## src/rtl/pc_unit_pkg.sv

```systemverilog
// Shared op encodings and step helper for the PC target unit.
package pc_unit_pkg;

    localparam int unsigned OP_W = 3;

    localparam logic [OP_W-1:0] OP_NEXT   = 3'd0;
    localparam logic [OP_W-1:0] OP_BRANCH = 3'd1;
    localparam logic [OP_W-1:0] OP_JUMP   = 3'd2;
    localparam logic [OP_W-1:0] OP_CALL   = 3'd3;
    localparam logic [OP_W-1:0] OP_RET    = 3'd4;

    // Sequential PC increment for a given immediate shift.
    function automatic int unsigned stepSize(input int unsigned shift);
        return 32'd1 << shift;
    endfunction

endpackage

```

## src/rtl/ret_addr_stack.sv

```systemverilog
// Circular return-address stack; a push while full silently drops the oldest entry.
module ret_addr_stack #(
    parameter int unsigned PC_W      = 16,
    parameter int unsigned RAS_DEPTH = 4
) (
    input  logic            clk,
    input  logic            rstN,
    input  logic            push,
    input  logic            pop,
    input  logic [PC_W-1:0] pushData,
    output logic [PC_W-1:0] top,
    output logic            full,
    output logic            empty,
    output logic            overflow
);

    localparam int unsigned PTR_W = (RAS_DEPTH > 1) ? $clog2(RAS_DEPTH) : 1;
    localparam int unsigned CNT_W = $clog2(RAS_DEPTH + 1);

    logic [PC_W-1:0]  mem [RAS_DEPTH];
    logic [PTR_W-1:0] wrPtr;
    logic [PTR_W-1:0] topIdx;
    logic [PTR_W-1:0] nextIdx;
    logic [CNT_W-1:0] count;

    // wrPtr is the next free slot; when full it lands on the oldest entry.
    assign topIdx  = (wrPtr == '0) ? PTR_W'(RAS_DEPTH - 1) : wrPtr - PTR_W'(1);
    assign nextIdx = (wrPtr == PTR_W'(RAS_DEPTH - 1)) ? '0 : wrPtr + PTR_W'(1);

    assign top      = mem[topIdx];
    assign full     = (count == CNT_W'(RAS_DEPTH));
    assign empty    = (count == '0);
    assign overflow = push && full;

    always_ff @(posedge clk) begin
        if (!rstN) begin
            wrPtr <= '0;
            count <= '0;
        end else if (push) begin
            wrPtr <= nextIdx;
            if (!full) begin
                count <= count + CNT_W'(1);
            end
        end else if (pop && !empty) begin
            wrPtr <= topIdx;
            count <= count - CNT_W'(1);
        end
    end

    // Storage is deliberately not reset; a zero count makes old entries unreachable.
    always_ff @(posedge clk) begin
        if (push) begin
            mem[wrPtr] <= pushData;
        end
    end

endmodule

```

## src/rtl/pc_target_unit.sv

```systemverilog
// Program counter register with next-PC selection for step, branch, jump, call and return.
module pc_target_unit
    import pc_unit_pkg::*;
#(
    parameter int unsigned     PC_W      = 16,
    parameter int unsigned     IMM_W     = 13,
    parameter int unsigned     SHIFT     = 1,
    parameter int unsigned     RAS_DEPTH = 4,
    parameter logic [PC_W-1:0] RESET_PC  = '0
) (
    input  logic             CLK,
    input  logic             Reset_n,
    input  logic             en,
    input  logic [OP_W-1:0]  op,
    input  logic             cond,
    input  logic [IMM_W-1:0] imm,
    output logic [PC_W-1:0]  PC,
    output logic             redirect,
    output logic             ras_empty,
    output logic             ras_full,
    output logic             ras_ovf,
    output logic             ras_unf
);

    localparam logic [PC_W-1:0] STEP = PC_W'(stepSize(SHIFT));
    // Bits replaced by an absolute target; everything above is kept from the current PC.
    localparam logic [PC_W-1:0] ABS_MASK = (IMM_W + SHIFT >= PC_W) ? {PC_W{1'b1}}
                                         : ((PC_W'(1) << (IMM_W + SHIFT)) - PC_W'(1));

    logic [PC_W-1:0] pcPlusStep;
    logic [PC_W-1:0] sextImm;
    logic [PC_W-1:0] absRaw;
    logic [PC_W-1:0] absTarget;
    logic [PC_W-1:0] rasTop;
    logic            rasOverflow;

    logic [PC_W-1:0] nextPc;
    logic            nextRedirect;
    logic            doPush;
    logic            doPop;
    logic            setUnf;

    assign pcPlusStep = PC + STEP;
    assign sextImm    = PC_W'($signed(imm)) << SHIFT;
    assign absRaw     = PC_W'(imm) << SHIFT;
    assign absTarget  = (PC & ~ABS_MASK) | (absRaw & ABS_MASK);

    ret_addr_stack #(
        .PC_W      (PC_W),
        .RAS_DEPTH (RAS_DEPTH)
    ) u_ras (
        .clk      (CLK),
        .rstN     (Reset_n),
        .push     (doPush && en && Reset_n),
        .pop      (doPop && en && Reset_n),
        .pushData (pcPlusStep),
        .top      (rasTop),
        .full     (ras_full),
        .empty    (ras_empty),
        .overflow (rasOverflow)
    );

    // Next-PC selection; reserved op codes fall through to a sequential step.
    always_comb begin
        nextPc       = pcPlusStep;
        nextRedirect = 1'b0;
        doPush       = 1'b0;
        doPop        = 1'b0;
        setUnf       = 1'b0;
        case (op)
            OP_BRANCH: begin
                if (cond) begin
                    nextPc       = PC + sextImm;
                    nextRedirect = 1'b1;
                end
            end
            OP_JUMP: begin
                nextPc       = absTarget;
                nextRedirect = 1'b1;
            end
            OP_CALL: begin
                nextPc       = absTarget;
                nextRedirect = 1'b1;
                doPush       = 1'b1;
            end
            OP_RET: begin
                if (!ras_empty) begin
                    nextPc       = rasTop;
                    nextRedirect = 1'b1;
                    doPop        = 1'b1;
                end else begin
                    setUnf = 1'b1;
                end
            end
            default: ;
        endcase
    end

    always_ff @(posedge CLK) begin
        if (!Reset_n) begin
            PC       <= RESET_PC;
            redirect <= 1'b0;
            ras_ovf  <= 1'b0;
            ras_unf  <= 1'b0;
        end else if (en) begin
            PC       <= nextPc;
            redirect <= nextRedirect;
            ras_ovf  <= ras_ovf | rasOverflow;
            ras_unf  <= ras_unf | setUnf;
        end else begin
            redirect <= 1'b0;
        end
    end

endmodule
```

## config.mk

```make
export PLATFORM = sky130hd
export DESIGN_NAME = pc_target_unit
export DESIGN_NICKNAME = d
export VERILOG_FILES = /design/src/rtl/pc_unit_pkg.sv /design/src/rtl/ret_addr_stack.sv /design/src/rtl/pc_target_unit.sv
export SDC_FILE = /design/constraint.sdc
export NUM_CORES = 1
export LEC_CHECK = 0
export BUFFER_PORTS_ARGS = -buffer_cell sky130_fd_sc_hd__buf_4
export CAP_MARGIN = 25
export CORE_UTILIZATION = 25
export CTS_CLUSTER_DIAMETER = 120
export DETAILED_ROUTE_END_ITERATION = 8
export SKIP_CTS_REPAIR_TIMING = 1
export SLEW_MARGIN = 40
export SYNTH_ARGS = -nofsm -noshare
export SYNTH_HDL_FRONTEND = slang
export SYNTH_SLANG_ARGS = --single-unit
```

## constraint.sdc

```tcl
create_clock -name CLK -period 2.34 [get_ports CLK]
set_clock_uncertainty 0.15 [all_clocks]
set_input_delay 0.117 -clock CLK [delete_from_list [all_inputs] [get_ports CLK]]
set_output_delay 0.117 -clock CLK [all_outputs]
set_load 0.02 [all_outputs]
```

==> results by group <==
Outcome
  • Status: finished, violations left
  • Failing checks: DRC, hold timing

Detailed routing
  • WL per Instance: 17.4 um
  • DRC violations left: 3
  • Final wirelength: 12100 um
  • Final ANT Viol Nets: 0
  • Initial DRT Pass Iterations: 8
  • Via density per instance: 5.07
  • Via count: 3521
  • Drt initial violations: 275

STA
  • Worst-Margin Slew: 0.701 ns
  • Setup tns final: 0 ns
  • Final setup viols: 0
  • Hold WS: -0.00665 ns
  • Slew Limit Headroom: 53.2%
  • Final Hold Vio Count: 1
  • RSZ-0062 raised after global routing: no
  • Fin crit share: 96.0%
  • Final Max Tran Viols: 0
  • Fin crit period: 2.25 ns
  • Max Fclk: 0.445 GHz

Power
  • Sequential Power Share: 45.9%
  • Total power: 0.00377 W
  • Switching share of power: 26.2%
  • Clock power share: 40.0%
  • Pwr Density: 652 nW/um^2
  • Psw: 0.000988 W
  • Int Power: 0.00279 W
  • Leakage power: 2.12 nW
  • Combinational share of power: 14.2%
  • Max IR drop VDD: 0.461 mV

Cells and area
  • Layout cells sized above 1: 27.0%
  • Area growth from synthesis to layout: 23.9%
  • Commonest non-fill, non-tap cells in the layout: buf_4 (70), edfxtp_1 (64), nand2_1 (39)
  • Layout Nets: 502
  • Post-route cell area: 5790 sq um
  • Antenna diodes: 0
  • Most common cell after layout, fill and taps aside: buf_4

Global route
  • First-pass GRT wire length: 19500 um
  • Number of global-route vias before repair: 3498
  • Largest net degree at the start of global routing: 34
  • Overflow left after global routing: 0
  • Initial antenna violation count: 0
  • Tot GR Track Use: 13.0%

Worst setup path
  • Crit path kind: reg2reg
  • Crit-path max cell delay: 0.35 ns
  • Critical path's slowest cell: fa_2
  • Crit path DAT: 2.33 ns
  • Crit. End Element: register
  • CP most frequent cell: a21o_1
  • Critical Path Start Type: register
  • Worst EP required: 2.42 ns
  • R2R cell count: 9
  • CP max FO: 3
  • Cell Chain, Critical Path: ha_1, inv_1, fa_2, nand2b_4, a21o_1, a21o_1, a31oi_2, mux2i_1, a21oi_1

Floorplan
  • Starting density of the core: 25.8%
  • Core area: 18100 sq um
  • Die area: 19200 sq um
  • Die Span X: 139 um
  • Die height: 139 um
  • Std-Cell Rows: 49
  • Io pins: 41

Synth
  • Prevailing post-synth register cell: edfxtp_1
  • Yosys warns: 0
  • Yosys reg bits: 88
  • Mean post-synth cell area: 11.7 sq um
  • Sequential element share of the synthesized area: 51.4%
  • Synth Instances: 398
  • Post-synth EDFFs: 64
  • Net count after synthesis: 439
  • Unique masters post-synth: 62
  • Syn Std Cell Area: 4670 sq um
  • Async SR Flop Fraction: 0%

CTS
  • CTS tree: built
  • Root Driver: clkbuf_16
  • Clock Pin Slew Worst Setup and Hold Paths: 0.07 ns
  • Clk_lat worst skew: 0.34 ns
  • CTS Buf Count: 9
  • Htree depth: 3
  • Longest Clk Path Bufs: 2
  • Clock sink count: 88

Placement
  • Port buffer count: 40
  • Post-DP HPWL: 8780 um
  • Post-DP Area: 5420 sq um
  • Placer congestion estimate: 0.822

Hold path
  • Hold Crit Class: in2reg
  • WHS Path Cells: 5

Job
  • Max-Cap Viols: 0
==> kinds of logic (layout without fill, tap and decap cells) <==
kind of cell / after synthesis / count (layout) / share of synthesized area, %
AOI/OAI and AO/OA: 93 / 93 / 13.1
buffers and inverters: 31 / 99 / 2.94
xor gates and xnor gates: 23 / 23 / 4.31
muxes: 18 / 18 / 8.14
and+or+nand+nor: 124 / 124 / 14.2
adders and majority gates: 21 / 21 / 5.94
DFF: 88 / 88 / 51.4
==> through the flow <==
stage	setup slack, ns	std cells	utilization, %	hold WS (ns)
2_1_floorplan	0.0299	398	-	0.103
3_3_place_gp	0.0638	678	29.9	0.294
3_5_place_dp	0.0117	678	29.9	0.304
4_1_cts	-0.000733	694	31.6	-0.0570
5_1_grt	0.00264	695	31.9	0.0371
6_report	0.0927	695	31.9	-0.00665
==> routing by layer <==
metal,share of wire (%),routed length (um),vias up,global-route usage [%]
met5,0,0,-,0
li1,-,-,1648,-
met2,49,5950,98,21.8
met1,45,5480,1764,17.3
met3,4.8,577,11,2.76
met4,0.76,92,0,2.51
==> power groups by stage <==
stage / Clock, W / Combinational [W] / Sequential [W]
5_1_grt: 0.00160 / 0.000588 / 0.00173
3_5_place_dp: 0 / 0.000517 / 0.00177
6_report: 0.00151 / 0.000535 / 0.00173
4_1_cts: 0.00153 / 0.000520 / 0.00173
2_1_floorplan: 0 / 0.000282 / 0.00180
3_3_place_gp: 0 / 0.000505 / 0.00176
==> state kept, by name, indices dropped and copies added (netlist names) <==
signal / flops
u_ras.wrPtr: 2
u_ras.mem: 64
u_ras.count: 3
PC: 16
ras_unf: 1
redirect: 1
ras_ovf: 1
==> Yosys cell counts, drive strengths merged, types with 10 or more instances <==
cell    count  area share, %
ha         19            5.1
mux4       16            7.7
edfxtp     64             41
xnor2      17            3.2
o21ai      22            2.4
a221oi     12            2.2
a21oi      26            2.9
nand2      39            3.1
inv        10           0.80
nand3      11            1.2
clkbuf     11           0.88
nor2       19            1.5
dfxtp      24             10
==> cell type report <==
cell class,count,area [sq um]
sequential,88,2400
timing repair buffer,72,556
clock buffer,9,225
inverter,11,41.3
clock inverter,7,86.3
tap,229,287
fill,1816,12400
multi-input combinational,279,2190
==> critical path: cells and delay by family, from the launching register on <==
family,cells,cell delay [ns]
multiplexers,1,0.24
AND/OR/NAND/NOR,1,0.15
adder cells (fa/ha/maj),2,0.51
buffers and inverters,1,0.06
AO/OA/AOI/OAI,4,0.70
flip-flops,1,0.33
==> worst paths after layout <==
| check | from | endpoint | slack, ns |
|---|---|---|---|
| setup / recovery | PC[1]$_SDFFE_PN0P_ | PC[15]$_SDFFE_PN0P_ | 0.09 |
| hold / removal | imm[11] | PC[12]$_SDFFE_PN0P_ | -0.007 |
| setup reg to reg | PC[1]$_SDFFE_PN0P_ | PC[15]$_SDFFE_PN0P_ | 0.09 |
| hold reg to reg | ras_unf$_SDFFE_PN0P_ | ras_unf$_SDFFE_PN0P_ | 0.36 |
Note: power is estimated with default switching activity, not from simulation.
